File: config.mk
export PLATFORM = sky130hd
export DESIGN_NAME = timer_disp_scan_flat
export DESIGN_NICKNAME = d
export VERILOG_FILES = /design/src/rtl/timer_disp_scan_if.sv /design/src/rtl/timer_disp_scan.sv /design/src/flat_wrapper.sv
export SDC_FILE = /design/constraint.sdc
export NUM_CORES = 1
export LEC_CHECK = 0
export ABC_AREA = 1
export BUFFER_PORTS_ARGS = -buffer_cell sky130_fd_sc_hd__buf_2
export CELL_PAD_IN_SITES_DETAIL_PLACEMENT = 1
export CELL_PAD_IN_SITES_GLOBAL_PLACEMENT = 2
export CORE_ASPECT_RATIO = 1.1
export CORE_MARGIN = 2
export CORE_UTILIZATION = 32
export CTS_CLUSTER_DIAMETER = 100
export DETAILED_ROUTE_END_ITERATION = 8
export MAX_ROUTING_LAYER = met4
export PLACE_DENSITY_LB_ADDON = 0.1
export SYNTH_ARGS = -nofsm -noshare
export SYNTH_HDL_FRONTEND = slang
export SYNTH_SLANG_ARGS = --single-unit
File: constraint.sdc
create_clock -name clk -period 5.4 [get_ports clk]
set_input_delay 1.08 -clock clk [delete_from_list [all_inputs] [get_ports clk]]
set_output_delay 1.08 -clock clk [all_outputs]
set_load 0.05 [all_outputs]
File: src/rtl/timer_disp_scan_if.sv
// Bus between the timer value source and the display scanner.
//   min_sw      timer minutes (0..59 legal)
//   sec_sw      timer seconds (0..59 legal)
//   secc_sw     timer tenths of a second (0..9 legal)
//   digit_an    one-hot digit enable pads, bit4=M10 .. bit0=C
//   seg         segment pads {g,f,e,d,c,b,a}
//   dp          decimal point pad of the current digit
//   frame_start one-cycle pulse on the first cycle of every frame
// master: drives the timer values and observes the display.
// slave : the scanner itself.
interface timer_disp_scan_if;
  logic [5:0] min_sw;
  logic [5:0] sec_sw;
  logic [3:0] secc_sw;
  logic [4:0] digit_an;
  logic [6:0] seg;
  logic       dp;
  logic       frame_start;

  modport master (
    output min_sw, sec_sw, secc_sw,
    input  digit_an, seg, dp, frame_start
  );

  modport slave (
    input  min_sw, sec_sw, secc_sw,
    output digit_an, seg, dp, frame_start
  );
endinterface

File: src/rtl/timer_disp_scan.sv
// Five-digit multiplexed 7-segment scanner showing the timer as MM.SS.C.
// A snapshot of the timer is taken on entry to the M10 slot so a frame never
// mixes two timer values. Outputs are registered and reflect the slot and
// snapshot being loaded at the same edge.
// Ports:
//   clk      system clock
//   reset_n  asynchronous reset, active low
//   bus      timer_disp_scan_if.slave (timer inputs, display pad outputs)
// Parameters:
//   SCAN_DIV clocks per digit slot (>=1)
//   LZ_BLANK 1: blank the minute-tens digit when it is zero
//   ACT_LOW  1: pad outputs active-low
module timer_disp_scan #(
  parameter int SCAN_DIV = 4,
  parameter int LZ_BLANK = 1,
  parameter int ACT_LOW  = 1
) (
  input  logic             clk,
  input  logic             reset_n,
  timer_disp_scan_if.slave bus
);

  localparam int               DIV_W    = (SCAN_DIV > 1) ? $clog2(SCAN_DIV) : 1;
  localparam logic [DIV_W-1:0] DIV_LAST = DIV_W'(SCAN_DIV - 1);
  localparam logic             POL      = (ACT_LOW != 0);
  localparam logic             LZ       = (LZ_BLANK != 0);
  localparam logic [6:0]       DASH     = 7'h40;

  typedef enum logic [2:0] {
    SLOT_M10 = 3'd0,
    SLOT_M1  = 3'd1,
    SLOT_S10 = 3'd2,
    SLOT_S1  = 3'd3,
    SLOT_C   = 3'd4
  } slot_t;

  slot_t            slot_q, slot_d;
  logic [DIV_W-1:0] div_q, div_d;
  logic             primed_q;
  logic             tick, enter;
  logic [5:0]       min_q, min_d, sec_q, sec_d;
  logic [3:0]       secc_q, secc_d;
  logic [7:0]       min_dec, sec_dec;
  logic             min_bad, sec_bad, secc_bad;
  logic [4:0]       an_p0, an_p1;
  logic [6:0]       seg_p0, seg_p1;
  logic             dp_p0, dp_p1, fs_p0, fs_p1;

  // Divide-free split of 0..63 into {tens, ones} by repeated subtraction.
  function automatic logic [7:0] dec_split(input logic [5:0] v);
    logic [5:0] r;
    logic [3:0] t;
    r = v;
    t = 4'd0;
    for (int i = 0; i < 6; i++) begin
      if (r >= 6'd10) begin
        r = r - 6'd10;
        t = t + 4'd1;
      end
    end
    return {t, r[3:0]};
  endfunction

  function automatic logic [6:0] seg_code(input logic [3:0] d);
    logic [6:0] s;
    case (d)
      4'd0:    s = 7'h3F;
      4'd1:    s = 7'h06;
      4'd2:    s = 7'h5B;
      4'd3:    s = 7'h4F;
      4'd4:    s = 7'h66;
      4'd5:    s = 7'h6D;
      4'd6:    s = 7'h7D;
      4'd7:    s = 7'h07;
      4'd8:    s = 7'h7F;
      4'd9:    s = 7'h6F;
      default: s = DASH;
    endcase
    return s;
  endfunction

  // Scan control: slot advance, and snapshot load on frame entry. The first
  // edge after reset behaves like a frame entry so the display starts at M10.
  always_comb begin
    tick   = primed_q && (div_q == DIV_LAST);
    enter  = !primed_q || (tick && (slot_q == SLOT_C));
    div_d  = (tick || !primed_q) ? '0 : div_q + DIV_W'(1);
    slot_d = slot_q;
    if (!primed_q) begin
      slot_d = SLOT_M10;
    end else if (tick) begin
      case (slot_q)
        SLOT_M10: slot_d = SLOT_M1;
        SLOT_M1:  slot_d = SLOT_S10;
        SLOT_S10: slot_d = SLOT_S1;
        SLOT_S1:  slot_d = SLOT_C;
        default:  slot_d = SLOT_M10;
      endcase
    end
    min_d  = enter ? bus.min_sw  : min_q;
    sec_d  = enter ? bus.sec_sw  : sec_q;
    secc_d = enter ? bus.secc_sw : secc_q;
  end

  always_ff @(posedge clk or negedge reset_n) begin
    if (!reset_n) begin
      slot_q <= SLOT_M10;
    end else begin
      slot_q <= slot_d;
    end
  end

  // Stage p0: logical digit image from the slot and snapshot being loaded.
  always_comb begin
    min_dec  = dec_split(min_d);
    sec_dec  = dec_split(sec_d);
    min_bad  = (min_d > 6'd59);
    sec_bad  = (sec_d > 6'd59);
    secc_bad = (secc_d > 4'd9);
    an_p0    = 5'b00000;
    seg_p0   = 7'h00;
    dp_p0    = 1'b0;
    fs_p0    = enter;
    case (slot_d)
      SLOT_M10: begin
        an_p0 = 5'b10000;
        if (min_bad)
          seg_p0 = DASH;
        else if (LZ && (min_dec[7:4] == 4'd0))
          seg_p0 = 7'h00;
        else
          seg_p0 = seg_code(min_dec[7:4]);
      end
      SLOT_M1: begin
        an_p0  = 5'b01000;
        seg_p0 = min_bad ? DASH : seg_code(min_dec[3:0]);
        dp_p0  = 1'b1;
      end
      SLOT_S10: begin
        an_p0  = 5'b00100;
        seg_p0 = sec_bad ? DASH : seg_code(sec_dec[7:4]);
      end
      SLOT_S1: begin
        an_p0  = 5'b00010;
        seg_p0 = sec_bad ? DASH : seg_code(sec_dec[3:0]);
        dp_p0  = 1'b1;
      end
      default: begin
        an_p0  = 5'b00001;
        seg_p0 = secc_bad ? DASH : seg_code(secc_d);
      end
    endcase
  end

  // Stage p1: registered pads, polarity applied; reset leaves the display dark.
  always_ff @(posedge clk or negedge reset_n) begin
    if (!reset_n) begin
      div_q    <= '0;
      primed_q <= 1'b0;
      min_q    <= 6'd0;
      sec_q    <= 6'd0;
      secc_q   <= 4'd0;
      an_p1    <= {5{POL}};
      seg_p1   <= {7{POL}};
      dp_p1    <= POL;
      fs_p1    <= 1'b0;
    end else begin
      div_q    <= div_d;
      primed_q <= 1'b1;
      min_q    <= min_d;
      sec_q    <= sec_d;
      secc_q   <= secc_d;
      an_p1    <= an_p0 ^ {5{POL}};
      seg_p1   <= seg_p0 ^ {7{POL}};
      dp_p1    <= dp_p0 ^ POL;
      fs_p1    <= fs_p0;
    end
  end

  assign bus.digit_an    = an_p1;
  assign bus.seg         = seg_p1;
  assign bus.dp          = dp_p1;
  assign bus.frame_start = fs_p1;

endmodule

File: src/flat_wrapper.sv
// flat-port wrapper written by rule: the top's interface ports become plain ports
module timer_disp_scan_flat 
#(
  parameter int SCAN_DIV = 4,
  parameter int LZ_BLANK = 1,
  parameter int ACT_LOW  = 1
)
  (clk, reset_n, bus_min_sw, bus_sec_sw, bus_secc_sw, bus_digit_an, bus_seg, bus_dp, bus_frame_start);
  timer_disp_scan_if bus_i ();
  input  logic clk;
  input  logic reset_n;
  input wire logic [$bits(bus_i.min_sw)-1:0] bus_min_sw;
  input wire logic [$bits(bus_i.sec_sw)-1:0] bus_sec_sw;
  input wire logic [$bits(bus_i.secc_sw)-1:0] bus_secc_sw;
  output wire logic [$bits(bus_i.digit_an)-1:0] bus_digit_an;
  output wire logic [$bits(bus_i.seg)-1:0] bus_seg;
  output wire logic [$bits(bus_i.dp)-1:0] bus_dp;
  output wire logic [$bits(bus_i.frame_start)-1:0] bus_frame_start;
  assign bus_i.min_sw = bus_min_sw;
  assign bus_i.sec_sw = bus_sec_sw;
  assign bus_i.secc_sw = bus_secc_sw;
  assign bus_digit_an = bus_i.digit_an;
  assign bus_seg = bus_i.seg;
  assign bus_dp = bus_i.dp;
  assign bus_frame_start = bus_i.frame_start;
  timer_disp_scan #(.SCAN_DIV(SCAN_DIV), .LZ_BLANK(LZ_BLANK), .ACT_LOW(ACT_LOW)) u_core (.clk(clk), .reset_n(reset_n), .bus(bus_i));
endmodule
-- Word-level counts from Yosys, hierarchy flattened
Memory sizes are Yosys's and may differ from the RTL's.
Index checks and enable logic that the tools add are counted.
- flip-flop bits (word level): 36
- memories: 5
- bits in read-only memories: 560
- memory list (memory ; words ; bits a word ; rd ports ; clocked after Yosys merged registers in ; wr ports ; line ; RTL):
    (name not given) ; 16 ; 7 ; 1 ; 0 ; 0 ; timer_disp_scan.sv:66 ; case (d)
    (name not given) ; 16 ; 7 ; 1 ; 0 ; 0 ; timer_disp_scan.sv:66 ;
    (name not given) ; 16 ; 7 ; 1 ; 0 ; 0 ; timer_disp_scan.sv:66 ;
    (name not given) ; 16 ; 7 ; 1 ; 0 ; 0 ; timer_disp_scan.sv:66 ;
    (name not given) ; 16 ; 7 ; 1 ; 0 ; 0 ; timer_disp_scan.sv:66 ;
- $lt $le $gt $ge: 15
- bitwise logic cells: 3
- equality and inequality tests: 8
- reductions and logical operators: 9
- mux-type cells: 40
- $add $sub $neg: 23
- operator list (operator ; count):
    6-bit by 4-bit >= comparator with 1-bit output (second input constant) ; 12
    6-bit 2-to-1 mux ; 12
    6-bit by 4-bit subtractor with 6-bit output (second input constant) ; 10
    4-bit 2-to-1 mux ; 13
    7-bit 2-to-1 mux ; 6
    4-bit by 1-bit adder with 4-bit output (second input constant) ; 8
    7-bit one-hot mux with 4 select lines ; 1
    5-bit one-hot mux with 4 select lines ; 1
    3-bit by 2-bit == test with 1-bit output (second input constant) ; 4
    6-bit > comparator (second input constant) ; 2
    3-bit one-hot mux with 4 select lines ; 1
    4-bit subtractor (second input constant) ; 2
    7-bit inverter ; 1
    3-bit by 1-bit == test with 1-bit output (second input constant) ; 2
    3-bit zero test ; 2
    3-bit 2-to-1 mux ; 2
    5-bit inverter ; 1
    1-bit by 1-bit adder with 2-bit output (second input constant) ; 2
    4-bit > comparator (second input constant) ; 1
    4-bit zero test ; 1
    3-bit == test (second input constant) ; 1
    1-bit 2-to-1 mux ; 3
    2-bit by 1-bit adder with 2-bit output (second input constant) ; 1
    2-bit == test (second input constant) ; 1
    6 further kinds ; 8

-- Depth between registers and ports, before layout
- depth after elaboration: 22
- depth in mapped cells: 55
- depth with buffers taken out: 54

-- Least setup slack after synthesis
OpenSTA, ideal clock, no wires.
- path kind: input port to flip-flop
- start: in bus_min_sw[1]
- end: reg u_core.seg_p1[3] (netlist: u_core.bus.seg[3])
- arrival time: 5.864 ns
- setup time: 0.078 ns
- required time: 5.322 ns
- stages: 48
- setup slack: -0.541 ns
- cell sequence: inv_1 > nand2_2 > o21ai_4 > inv_1 > ha_1 > nand3_1 > nor2_4 > nor2_8 > nand2_4 > nand2_2 > nand2_2 > nor2_1 > nor2_4 > nand2_4 > nand2_1 > nand2_1 > ha_1 > inv_1 > (+12 left out) > ha_1 > inv_1 > nand2_1 > nand2_1 > inv_1 > ha_1 > or2_2 > nand2_1 > inv_1 > ha_1 > nand3_1 > nand2_1 > nand2_1 > nand4_1 > nand2_1 > nand2_1 > nand4_1 > nand2_1
- cells in the longest elaborated chain, start to end: 18
- elaborated cells between the ends (all ways): 39
- those cells by class: add/sub: 11; order compare: 7; mux: 17; bitwise: 1; reduce/logical: 1; memory: 2
- ends and longest elaborated chain (item ; line ; RTL):
    from (decl) ; flat_wrapper.sv:12 ; input wire logic [$bits(bus_i.min_sw)-1:0] bus_min_sw;
    6-bit 2-to-1 mux (*) ; timer_disp_scan.sv:100 ; min_d = enter ? bus.min_sw : min_q;
    named net u_core.min_d[1] ; timer_disp_scan.sv:41 ; logic [5:0] min_q, min_d, sec_q, sec_d;
    6-bit by 4-bit subtractor with 6-bit output / 6-bit by 4-bit >= comparator with 1-bit output (equally long branches) ; timer_disp_scan.sv:57, timer_disp_scan.sv:56 ;
    6-bit 2-to-1 mux / 1-bit 2-to-1 mux (equally long branches) ; timer_disp_scan.sv:56 ; if (r >= 6'd10) begin
    6-bit by 4-bit subtractor with 6-bit output, or another cell as far along ; timer_disp_scan.sv:57 ; r = r - 6'd10;
    6-bit 2-to-1 mux / 4-bit 2-to-1 mux (equally long branches) ; timer_disp_scan.sv:56 ;
    6-bit by 4-bit subtractor with 6-bit output, or another cell as far along ; timer_disp_scan.sv:57 ;
    6-bit 2-to-1 mux / 4-bit 2-to-1 mux (equally long branches) ; timer_disp_scan.sv:56 ;
    (+3 left out) ; -- ;
    6-bit 2-to-1 mux / 4-bit 2-to-1 mux (equally long branches) ; timer_disp_scan.sv:56 ;
    6-bit by 4-bit >= comparator with 1-bit output / 4-bit by 1-bit adder with 4-bit output (equally long branches) ; timer_disp_scan.sv:56, timer_disp_scan.sv:58 ;
    4-bit 2-to-1 mux ; timer_disp_scan.sv:56 ;
    memory read 16 x 7 bit / 4-bit zero test (equally long branches) ; -- ;
    7-bit 2-to-1 mux ; timer_disp_scan.sv:129 ; else if (LZ && (min_dec[7:4] == 4'd0))
    7-bit 2-to-1 mux ; timer_disp_scan.sv:127 ; if (min_bad)
    7-bit one-hot mux with 4 select lines (*) ; timer_disp_scan.sv:124 ; case (slot_d)
    7-bit inverter (no line) (*) ; -- ;
    to (signal assigned) ; timer_disp_scan.sv:164 ; seg_p1 <= {7{POL}};
    to (signal assigned) ; timer_disp_scan.sv:174 ; seg_p1 <= seg_p0 ^ {7{POL}};
    to (decl) ; timer_disp_scan.sv:46 ; logic [6:0] seg_p0, seg_p1;
The timed path passes the listed nets; every way through them passes the cells marked *.

-- Final worst setup path
- start: reg u_core.div_q[0]
- end: reg u_core.seg_p1[4] (netlist: u_core.bus.seg[4])
- cells in the longest elaborated chain, start to end: 22
- elaborated cells between the ends (all ways): 88
- those cells by class: add/sub: 22; order compare: 15; eq/ne: 4; mux: 36; bitwise: 1; reduce/logical: 5; memory: 5
- ends and longest elaborated chain (item ; line ; RTL):
    from (decl) ; timer_disp_scan.sv:38 ; logic [DIV_W-1:0] div_q, div_d;
    from (signal assigned) ; timer_disp_scan.sv:168 ; div_q <= div_d;
    2-bit == test (*) ; timer_disp_scan.sv:85 ; tick = primed_q && (div_q == DIV_LAST);
    1-bit logical AND (*) ; timer_disp_scan.sv:85 ;
    1-bit logical AND ; timer_disp_scan.sv:86 ; enter = !primed_q || (tick && (slot_q == SLOT_C));
    1-bit logical OR ; timer_disp_scan.sv:86 ;
    6-bit 2-to-1 mux ; timer_disp_scan.sv:100 ;
    6-bit by 4-bit subtractor with 6-bit output / 6-bit by 4-bit >= comparator with 1-bit output (equally long branches) ; timer_disp_scan.sv:57, timer_disp_scan.sv:56 ;
    6-bit 2-to-1 mux / 1-bit 2-to-1 mux (equally long branches) ; timer_disp_scan.sv:56 ;
    6-bit by 4-bit subtractor with 6-bit output, or another cell as far along ; timer_disp_scan.sv:57 ;
    (+6 left out) ; -- ;
    6-bit 2-to-1 mux / 4-bit 2-to-1 mux (equally long branches) ; timer_disp_scan.sv:56 ;
    6-bit by 4-bit >= comparator with 1-bit output / 4-bit by 1-bit adder with 4-bit output (equally long branches) ; timer_disp_scan.sv:56, timer_disp_scan.sv:58 ;
    4-bit 2-to-1 mux ; timer_disp_scan.sv:56 ;
    memory read 16 x 7 bit / 4-bit zero test (equally long branches) ; -- ;
    7-bit 2-to-1 mux ; timer_disp_scan.sv:129 ;
    7-bit 2-to-1 mux ; timer_disp_scan.sv:127 ;
    7-bit one-hot mux with 4 select lines (*) ; timer_disp_scan.sv:124 ;
    7-bit inverter (no line) (*) ; -- ;
Mark *: on every way between the ends. The rest lies on a longest branch, timed or not.

==> metrics.txt <==
post-route clock period utilization=104%; Core Region=roughly 16000 sq um; met1 Track Usage GR=between 20% and 30%; Hold Path Origin=u_core.div_q[0]$_DFF_PN0_; Worst Setup Path Type=flip-flop to flip-flop; post-DR wirelength/cell=between 10 and 15 um; PnR worst setup slack=-198 ps; CP most frequent cell=nand2_1; drt first-iter violations=between 150 and 200; Main synth FF type=dfrtp_1; Yosys cell types=49; layout cells sized above 1=roughly 50%; Fin. Hold Viols=0; Cells after Synth=798; GRT Total Usage=20.6%; CP Capture Point=u_core.bus.seg[4]$_DFF_PN1_; grt ovf=0; die width=roughly 130 um; Cell Area, Placed=between 6000 and 7000 sq um; crit path from=u_core.div_q[0]$_DFF_PN0_; setup violators final=7; Post-Syn Nets=between 800 and 900; status=finished, violations left; Worst path max stage delay=390 ps; register area=between 900 and 1000 sq um; area of the multi-input gates=approximately 4500 sq um; syn_area_per_cell=roughly 6.5 sq um; post-route insts no fill=about 1200; final WL=between 15000 and 20000 um; pin count of the biggest net entering global routing=37; Post-CTS Hold Fix Bufs=0; TritonCTS Buffers=5; Reg clk slew, reported paths=around 60 ps; Starting Density=33.0%; register area share after synthesis=around 18%; GR Layer Usage met3=~1.5%; CP Data Arrival Time=approximately 5800 ps; Sink Count=36; clock period minus worst slack=about 5600 ps; CTS tree=built; fin. max-slew vios=0; Max Root-Sink Buffers=2; Yosys warnings=0; Buffers on Ports=31; antenna violations before repair=0; r2r endpoint=u_core.bus.seg[4]$_DFF_PN1_; ant diodes=0; Area Growth Syn to Fin=54.6%; Die ar.=between 15000 and 20000 sq um; Post-Place Cells=between 1000 and 1500; worst-path fanout max=7; min-delay worst type=flip-flop to flip-flop; DP HPWL=13700 um; worst reg-to-reg setup slack=-200 ps; Placer Congestion=about 0.85; first-pass GRT wire length=a little under 30000 um; worst-margin pin slew=862 ps; Post-synth EDFFs=0; failing checks=setup timing; H-tree Lvls=2; residual DRC count=0; RSZ-0062 raised after global routing=yes; slowest CP cell=dfrtp_1; max cap viols=0; Place WS=-714 ps; Fin Setup TNS=-1070 ps; I/O pins=32; Clock Latency Late Sink=slightly below 300 ps; register bit count reported by yosys=36; fillers=2017; Max Freq=between 150 and 200 MHz; busiest layer in global routing=met2; cell area after layout=8050 sq um; RR Startpoint=u_core.div_q[0]$_DFF_PN0_; Die Height=138 um; # rows=48; met2 Resource Use GR=~42%; startpoint class of the critical path=flip-flop; cells on worst reg2reg path=40; vias in the first global route=6460; ANT nets after route=0; vias after detailed routing=roughly 6000; Post-Syn Area=roughly 5200 sq um; Synth async-reset ratio=100%; DR vias/cell=between 4 and 5; kind of end point of the critical path=flip-flop; relative slew slack=42.6%; drt first pass iters=4; Worst EP required=~5600 ps; root buffer cell=clkbuf_16; Clock Skews=7.75 ps; NumNets Final=1106
-- worst max-delay path, delay by kind of cell (launching register included) --
kind                     cells  cell delay (ps)
AND/OR/NAND/NOR             25             2760
buffers and inverters        7              800
AO/OA/AOI/OAI                4              720
adder cells (fa/ha/maj)      3              660
flip-flops                   1              390
XOR/XNOR                     1              200
-- cell families after synthesis --
family	Yosys count	synth area share [%]
buf+inv	138	10.3
simple gates	496	49.4
compound gates	65	8.38
fa+ha+maj	49	11.8
flops	36	17.6
other cells	1	0.0720
xor+xnor	13	2.47
-- layer usage --
layer  wire length, um  share of wire (%)
met5                 0                  0
met4               233                1.3
met3               128               0.74
met2             10100                 58
met1              6870                 40
-- final cells by class --
type | instances | area share (%)
multi-input cells | 625 | 55.4
repair buffers | 237 | 21.8
flip-flops and latches | 36 | 11.4
inverters | 134 | 6.49
well taps | 200 | 3.11
clock buffers | 6 | 1.60
clock inverters | 2 | 0.202
-- cells in the mapped netlist, drive strengths merged (3+ instances only) --
cell type | number | area, sq um
nand3b | 8 | 60.1
or2 | 8 | 50.1
nand3 | 85 | 543
ha | 49 | 613
inv | 134 | 503
o211ai | 7 | 52.6
dfrtp | 23 | 576
buf | 3 | 31.3
o21ai | 40 | 234
a21oi | 9 | 63.8
nand4 | 37 | 244
dfstp | 13 | 342
nor2 | 51 | 295
nand2 | 304 | 1360
xor2 | 11 | 104
-- metrics by stage --
| stage | utilization (%) | hold WS, ps |
|---|---|---|
| global route | 51.0 | 644 |
| CTS | 47.8 | 517 |
| global placement | 43.6 | 420 |
| detailed placement | 43.6 | 431 |
| floorplan | - | 409 |
| finish | 51.0 | 613 |
-- worst min-delay path by stage --
stage	end	slack, ps	cells after the start
after detailed placement	u_core.div_q[0]$_DFF_PN0_	430	1
after CTS	u_core.div_q[0]$_DFF_PN0_	520	2
after floorplan	u_core.div_q[0]$_DFF_PN0_	410	1
final	u_core.div_q[0]$_DFF_PN0_	610	3
after global placement	u_core.div_q[0]$_DFF_PN0_	420	1
after global routing	u_core.div_q[0]$_DFF_PN0_	640	3
-- cell usage in the layout, fill, tap and decap left out, types with 30 or more instances in the layout --
master   instances
nand2_2         76
nand3_1         61
nand2_1        187
inv_1          100
buf_4          197
nand2_4         38
inv_2           30
ha_1            33
nand4_1         35
-- sequential cells by signal, summed over array words and instances, names as in the netlist --
name	cells
u_core.div_q	2
u_core.secc_q	4
u_core.bus.frame_start	1
u_core.min_q	6
u_core.bus.seg	7
u_core.bus.digit_an	5
u_core.primed_q	1
u_core.slot_q	3
u_core.bus.dp	1
u_core.sec_q	6
-- timing repair --
item                                    CTS  global route
endpoints found under the setup margin    7             7
buffers inserted                         26            21
pin swaps                                73            84
cloned                                    1             0
gates resized for setup                  77           103
Power is not shown: default switching activity piles up to over one toggle a cycle in this logic, so the estimate is an artifact.
